File: src/rtl/td4_pkg.sv
// ---------------------------------------------------------------------------
// td4_pkg
// Shared definitions for the TD4 instruction memory slice: the loader FSM
// state type, the memory depth and the TD4 opcode encodings.
// No ports (package).
// ---------------------------------------------------------------------------
package td4_pkg;

  // Loader FSM: IDLE after reset, LOAD while the host streams a program,
  // RUN while the CPU fetches from the stored program.
  typedef enum logic [1:0] {
    IDLE = 2'd0,
    LOAD = 2'd1,
    RUN  = 2'd2
  } td4_state_e;

  localparam int IMEM_DEPTH = 16;

  localparam logic [3:0] ADD_A    = 4'b0000;
  localparam logic [3:0] ADD_B    = 4'b1010;
  localparam logic [3:0] MOV_A_IM = 4'b1100;
  localparam logic [3:0] MOV_B_IM = 4'b1110;
  localparam logic [3:0] MOV_A_B  = 4'b1000;
  localparam logic [3:0] MOV_B_A  = 4'b0010;

  // Builds a program byte from its opcode and immediate fields.
  function automatic logic [7:0] packInstr(input logic [3:0] op, input logic [3:0] imm);
    return {op, imm};
  endfunction

endpackage

File: src/rtl/td4_imem_array.sv
// ---------------------------------------------------------------------------
// td4_imem_array
// 16 x 8 program storage with one write port and one registered read port.
// Every entry returns to RESET_WORD while i_rst_n is low (synchronous).
//
// Ports:
//   i_clk      clock, all updates on the rising edge
//   i_rst_n    synchronous active-low reset
//   i_wrEn     write strobe
//   i_wrAddr   write address (0..15)
//   i_wrData   write data
//   i_rdEn     read enable; when low the read register is cleared to 0
//   i_rdAddr   read address (0..15)
//   o_rdData   registered read data
// ---------------------------------------------------------------------------
module td4_imem_array
  import td4_pkg::*;
#(
  parameter logic [7:0] RESET_WORD = 8'h00
) (
  input  logic       i_clk,
  input  logic       i_rst_n,
  input  logic       i_wrEn,
  input  logic [3:0] i_wrAddr,
  input  logic [7:0] i_wrData,
  input  logic       i_rdEn,
  input  logic [3:0] i_rdAddr,
  output logic [7:0] o_rdData
);

  logic [7:0] r_mem [IMEM_DEPTH];
  logic [7:0] r_rdData;

  // Storage: reset wipes the whole program so a half-loaded image can never
  // be executed; otherwise only the addressed entry changes on a write.
  always_ff @(posedge i_clk) begin
    if (!i_rst_n) begin
      for (int i = 0; i < IMEM_DEPTH; i++) begin
        r_mem[i] <= RESET_WORD;
      end
    end else if (i_wrEn) begin
      r_mem[i_wrAddr] <= i_wrData;
    end
  end

  // Read register: clearing it when not enabled lets the top present zeros
  // outside RUN without any combinational gating on the outputs.
  always_ff @(posedge i_clk) begin
    if (!i_rst_n) begin
      r_rdData <= 8'h00;
    end else if (i_rdEn) begin
      r_rdData <= r_mem[i_rdAddr];
    end else begin
      r_rdData <= 8'h00;
    end
  end

  assign o_rdData = r_rdData;

endmodule

File: src/rtl/td4_imem.sv
// ---------------------------------------------------------------------------
// td4_imem
// Loadable instruction memory for a TD4 CPU. A host streams up to 16 program
// bytes while load_en is high; the block then switches to RUN, releases the
// CPU (cpu_run) and serves registered fetches addressed by pc.
//
// Ports:
//   clk         clock, rising edge
//   rst_n       synchronous active-low reset
//   load_en     level request to enter/stay in program-load mode
//   wr_valid    host presents a byte on wr_data
//   wr_data     program byte {opcode, immediate}
//   wr_ready    a byte is accepted this cycle if wr_valid is high
//   pc          fetch address
//   opcode      fetched opcode (registered, 0 outside RUN)
//   immediate   fetched immediate (registered, 0 outside RUN)
//   cpu_run     high only in RUN
//   load_count  bytes accepted in the current/most recent load (0..16)
//   checksum    XOR of bytes accepted since the last entry into LOAD
//               (present only when TD4_IMEM_CHECKSUM_EN is defined)
//
// Configuration macro: TD4_IMEM_CHECKSUM_EN
// ---------------------------------------------------------------------------
module td4_imem
  import td4_pkg::*;
#(
  parameter logic [7:0] RESET_WORD = 8'h00
) (
  input  logic       clk,
  input  logic       rst_n,
  input  logic       load_en,
  input  logic       wr_valid,
  input  logic [7:0] wr_data,
  output logic       wr_ready,
  input  logic [3:0] pc,
  output logic [3:0] opcode,
  output logic [3:0] immediate,
  output logic       cpu_run,
  output logic [4:0] load_count
`ifdef TD4_IMEM_CHECKSUM_EN
  ,
  output logic [7:0] checksum
`endif
);

  td4_state_e r_state;
  td4_state_e w_nextState;
  logic [4:0] r_loadCount;
  logic       r_cpuRun;
  logic       w_accept;
  logic       w_lastByte;
  logic       w_enterLoad;
  logic [7:0] w_rdData;

  // Ready depends only on registered state so the host never sees a
  // combinational path from its own wr_valid.
  assign wr_ready    = (r_state == LOAD) && (r_loadCount < 5'(IMEM_DEPTH));
  assign w_accept    = wr_valid && wr_ready;
  assign w_lastByte  = (r_loadCount == 5'(IMEM_DEPTH - 1));
  assign w_enterLoad = (w_nextState == LOAD) && (r_state != LOAD);

  // Next-state logic. Leaving LOAD on a dropped load_en still honours a byte
  // accepted on that same edge, because the write uses w_accept directly.
  always_comb begin
    w_nextState = r_state;
    unique case (r_state)
      IDLE: if (load_en) w_nextState = LOAD;
      LOAD: if (!load_en || (w_accept && w_lastByte)) w_nextState = RUN;
      RUN:  if (load_en) w_nextState = LOAD;
      default: w_nextState = IDLE;
    endcase
  end

  // State, byte counter and cpu_run. cpu_run is taken from the next state so
  // the register always equals (state == RUN).
  always_ff @(posedge clk) begin
    if (!rst_n) begin
      r_state     <= IDLE;
      r_loadCount <= 5'd0;
      r_cpuRun    <= 1'b0;
    end else begin
      r_state  <= w_nextState;
      r_cpuRun <= (w_nextState == RUN);
      if (w_enterLoad) begin
        r_loadCount <= 5'd0;
      end else if (w_accept) begin
        r_loadCount <= r_loadCount + 5'd1;
      end
    end
  end

  // Read enable follows the next state, so the first RUN cycle already
  // shows mem[pc] sampled on the transition edge.
  td4_imem_array #(
    .RESET_WORD (RESET_WORD)
  ) u_array (
    .i_clk    (clk),
    .i_rst_n  (rst_n),
    .i_wrEn   (w_accept),
    .i_wrAddr (r_loadCount[3:0]),
    .i_wrData (wr_data),
    .i_rdEn   (w_nextState == RUN),
    .i_rdAddr (pc),
    .o_rdData (w_rdData)
  );

  assign opcode     = w_rdData[7:4];
  assign immediate  = w_rdData[3:0];
  assign cpu_run    = r_cpuRun;
  assign load_count = r_loadCount;

`ifdef TD4_IMEM_CHECKSUM_EN
  logic [7:0] r_checksum;

  // Running XOR of the program being loaded; restarts on every new load and
  // simply holds in RUN because nothing is accepted there.
  always_ff @(posedge clk) begin
    if (!rst_n) begin
      r_checksum <= 8'h00;
    end else if (w_enterLoad) begin
      r_checksum <= 8'h00;
    end else if (w_accept) begin
      r_checksum <= r_checksum ^ wr_data;
    end
  end

  assign checksum = r_checksum;
`endif

endmodule

File: config.mk
export PLATFORM = sky130hd
export DESIGN_NAME = td4_imem
export DESIGN_NICKNAME = d
export VERILOG_FILES = /design/src/rtl/td4_pkg.sv /design/src/rtl/td4_imem_array.sv /design/src/rtl/td4_imem.sv
export SDC_FILE = /design/constraint.sdc
export NUM_CORES = 1
export LEC_CHECK = 0
export ABC_CLOCK_PERIOD_IN_PS = 5500
export BUFFER_PORTS_ARGS = -buffer_cell sky130_fd_sc_hd__buf_2
export CORE_UTILIZATION = 55
export CTS_CLUSTER_DIAMETER = 120
export DETAILED_ROUTE_END_ITERATION = 7
export HOLD_SLACK_MARGIN = 0.1
export PLACE_DENSITY_LB_ADDON = 0.1
export SETUP_SLACK_MARGIN = 0.5
export SYNTH_ARGS = -nofsm -noshare
export SYNTH_HDL_FRONTEND = slang
export SYNTH_SLANG_ARGS = --single-unit
export TNS_END_PERCENT = 5
File: constraint.sdc
create_clock -name clk -period 5.5 [get_ports clk]
set_clock_uncertainty 0.2 [all_clocks]
set_input_delay 0.275 -clock clk [delete_from_list [all_inputs] [get_ports clk]]
set_output_delay 0.275 -clock clk [all_outputs]
set_load 0.03 [all_outputs]
==> out/summary.txt <==
Initial DRT Pass Iterations -> 4
Synth area leaders -> edfxtp_1 (57%), and2_1 (12%), mux4_1 (7.0%), dfxtp_1 (4.7%), mux4_2 (4.7%)
Final HPWL DP -> 9.61 mm
Final #Nets -> 482
Clk buf depth -> 2
Number of port buffers -> 30
Count of pins over their slew limit -> 0
Status -> finished clean
Final Cycle Share -> 47.8%
Crit Path Max Fanout -> 13
Critical path startpoint category -> flop
CTS tree -> yes
Avg WL per Cell -> 23.5 um
Synth area leader -> edfxtp_1
Die Width -> 113 um
Post-synthesis cell area -> 0.00675 mm2
Final Instance Area -> 0.00747 mm2
Pwr per Cell Area -> 317 mW/mm2
CTS Root Cell -> clkbuf_16
Cts repair resizes -> 0
Die boundary height -> 113 um
Die footprint -> 0.0127 mm2
Hold Violations, Final -> 0
FMAX -> 380 MHz
Wirelength, routed -> 14.6 mm
Synthesized flop and latch total -> 144
R2r endpoint -> u_array.r_mem[10][0]
DR DRC count -> 0
Reg2Reg Depth -> 4
Number of diodes -> 0
Critical Path Sink Type -> flop
Iter 0 DRT Violations -> 206
Worst Path Class, Setup -> reg -> reg
Worst Hold Path Cells -> 2
Peak supply drop -> 0.163 mV
Inserted Clock Buffers -> 17
Final Setup Violations -> 0
GP Congestion -> 0.776
Share of cells above drive strength 1 -> 17.7%
Min-delay src -> wr_data[6]
Worst r2r src -> r_state[1]
Starting density of the core -> 56.2%
IO Pins -> 31
CTS sink count -> 144
Syn. warnings -> 0
Worst Max-Slew Pin Slew -> 1.04 ns
Initial antenna violation count -> 0
Total grt overflow -> 0
GRT Overall Usage -> 25.3%
Cell count after synthesis -> 435
Layout overhead on the synthesized area -> 10.6%
Worst EP arrival -> 2.48 ns
Number of global-route vias before repair -> 3,634
Vias -> 3,692
Max-cap viol count -> 0
Placed Area -> 0.00696 mm2
Unique masters post-synth -> 34
H-tree levels -> 4
Critical Path RT -> 5.36 ns
Setup Fix Bufs, Post-CTS -> 0
Final core utilization -> 62.2%
Core Rows -> 40
Tightest Hold Check Type -> in -> reg
Via-per-instance ratio -> 5.95
Relative slew slack -> 30.8%
Register area share after synthesis -> 61.7%
Pin count of the biggest net entering global routing -> 33
Final antenna-violating net count -> 0
First-pass GRT wire length -> 22.4 mm
Core Area -> 0.0120 mm2
Post-Syn Area per Cell -> 15.5 um2
Worst skew pair latency -> 0.41 ns
Top-area cell type share of the netlist area -> 56.9%
P_leak -> 0.00282 uW
Synthesized net count -> 456
RSZ-0062 raised after global routing -> no
Reg2reg setup slack -> 2.87 ns
Worst-path clk slew -> 0.05 ns
Final Critical Period -> 2.63 ns
Endpoint, Worst Hold -> u_array.r_mem[15][6]
Sum Neg Setup Slack -> 0 ns
Hold WS -> 0.203 ns
-- logic make-up (layout without fill, tap and decap cells) --
group	after synthesis	in the layout	share of synthesized area [%]
AND/OR/NAND/NOR	184	184	19.6
adder cells (fa/ha/maj)	5	5	0.926
buffers and inverters	35	74	2.63
flip-flops	144	144	61.7
multiplexers	32	32	11.7
AO/OA/AOI/OAI	35	35	3.48
-- sequential cells by signal, summed over array words and instances (netlist names) --
signal,flops
u_array.r_mem,128
u_array.o_rdData,8
load_count,5
r_state,2
cpu_run,1
-- critical path: stages, from the launching register on --
cell and delay (ns):
dfxtp_1 0.35, nand4bb_1 0.36, buf_4 0.34, nor4_4 0.52, nand2b_1 0.49
-- power breakdown --
group	internal (uW)	switching (uW)	leakage (uW)
clock	597	398	0.000245
sequential	1230	13.3	0.00144
combinational	47.0	90.0	0.00114
-- metrics by stage --
step | setup slack [ns] | power, uW | std cells
after CTS | 2.86 | 2390 | 621
final | 2.87 | 2370 | 621
after global placement | 2.85 | 1400 | 588
after global routing | 2.68 | 2440 | 621
after detailed placement | 2.84 | 1400 | 588
after floorplan | 3.32 | 1350 | 435
-- layer usage --
| layer | routed length (um) | share of wire (%) | track usage (%) |
|---|---|---|---|
| met4 | 376 | 2.6 | 10.1 |
| met3 | 925 | 6.3 | 5.89 |
| met2 | 6760 | 46 | 37.4 |
| met5 | 0 | 0 | 0 |
| met1 | 6530 | 45 | 36.6 |
-- area by class of cell --
class                   instances  area, um2
multi-input cells             256       2410
repair buffers                 32        168
fillers                       906       4540
clock inverters                 3       13.8
well taps                     147        184
inverters                      10       37.5
clock buffers                  29        490
flip-flops and latches        144       4160
-- Yosys cell counts, drive strengths merged --
library cell and number:
and2 129, edfxtp 128, mux4 32, nand2b 18
a22oi 16, dfxtp 16, clkbuf 14, a21oi 12
inv 10, nor4 10, buf 9, nand2 6
ha 5, o21ai 4, and4 3, and4bb 3
nor2 3, nor3 3, a211oi 2, clkdlybuf4s25 2
nor2b 2, or3 2, a21o 1, and2b 1
and4b 1, nand3 1, nand4bb 1, nor3b 1
-- how the worst max path moves through the flow --
stage                  startpoint                    to  cells after the start
global placement            rst_n  u_array.r_mem[10][1]                      4
finish                 r_state[1]  u_array.r_mem[10][0]                      4
CTS                    r_state[1]  u_array.r_mem[10][0]                      4
global route           r_state[1]   u_array.r_mem[8][0]                      4
detailed placement          rst_n  u_array.r_mem[10][4]                      4
floorplan           load_count[0]   u_array.o_rdData[0]                      7
-- timing repair --
| item | CTS | global route |
|---|---|---|
| hold endpoints to repair | 1 | 0 |
| setup endpoints to repair | 0 | 0 |
| hold buffers | 1 | 0 |
-- cells in the final DEF, fill, tap and decap left out --
cell type      instances
inv_1                  9
clkbuf_8               2
clkbuf_16             17
a21o_1                 1
nor3_2                 3
and4b_1                1
clkbuf_1              10
inv_2                  1
a211oi_1               1
clkinv_2               2
dfxtp_1               16
buf_2                 30
nor3b_1                1
nand2b_1              18
ha_1                   5
or3_1                  2
and4_1                 3
nand2_1                6
a211oi_4               1
edfxtp_1             128
and2_1               129
mux4_2                14
buf_4                  1
a22oi_1               16
nor2_1                 3
nor2b_1                2
a21oi_1               12
mux4_1                18
dlygate4sd3_1          1
and2b_1                1
nand3_1                1
and4bb_2               3
clkinv_1               1
nand4bb_1              1
o21ai_0                4
nor4_4                10
Note: power is estimated with default switching activity, not from simulation.
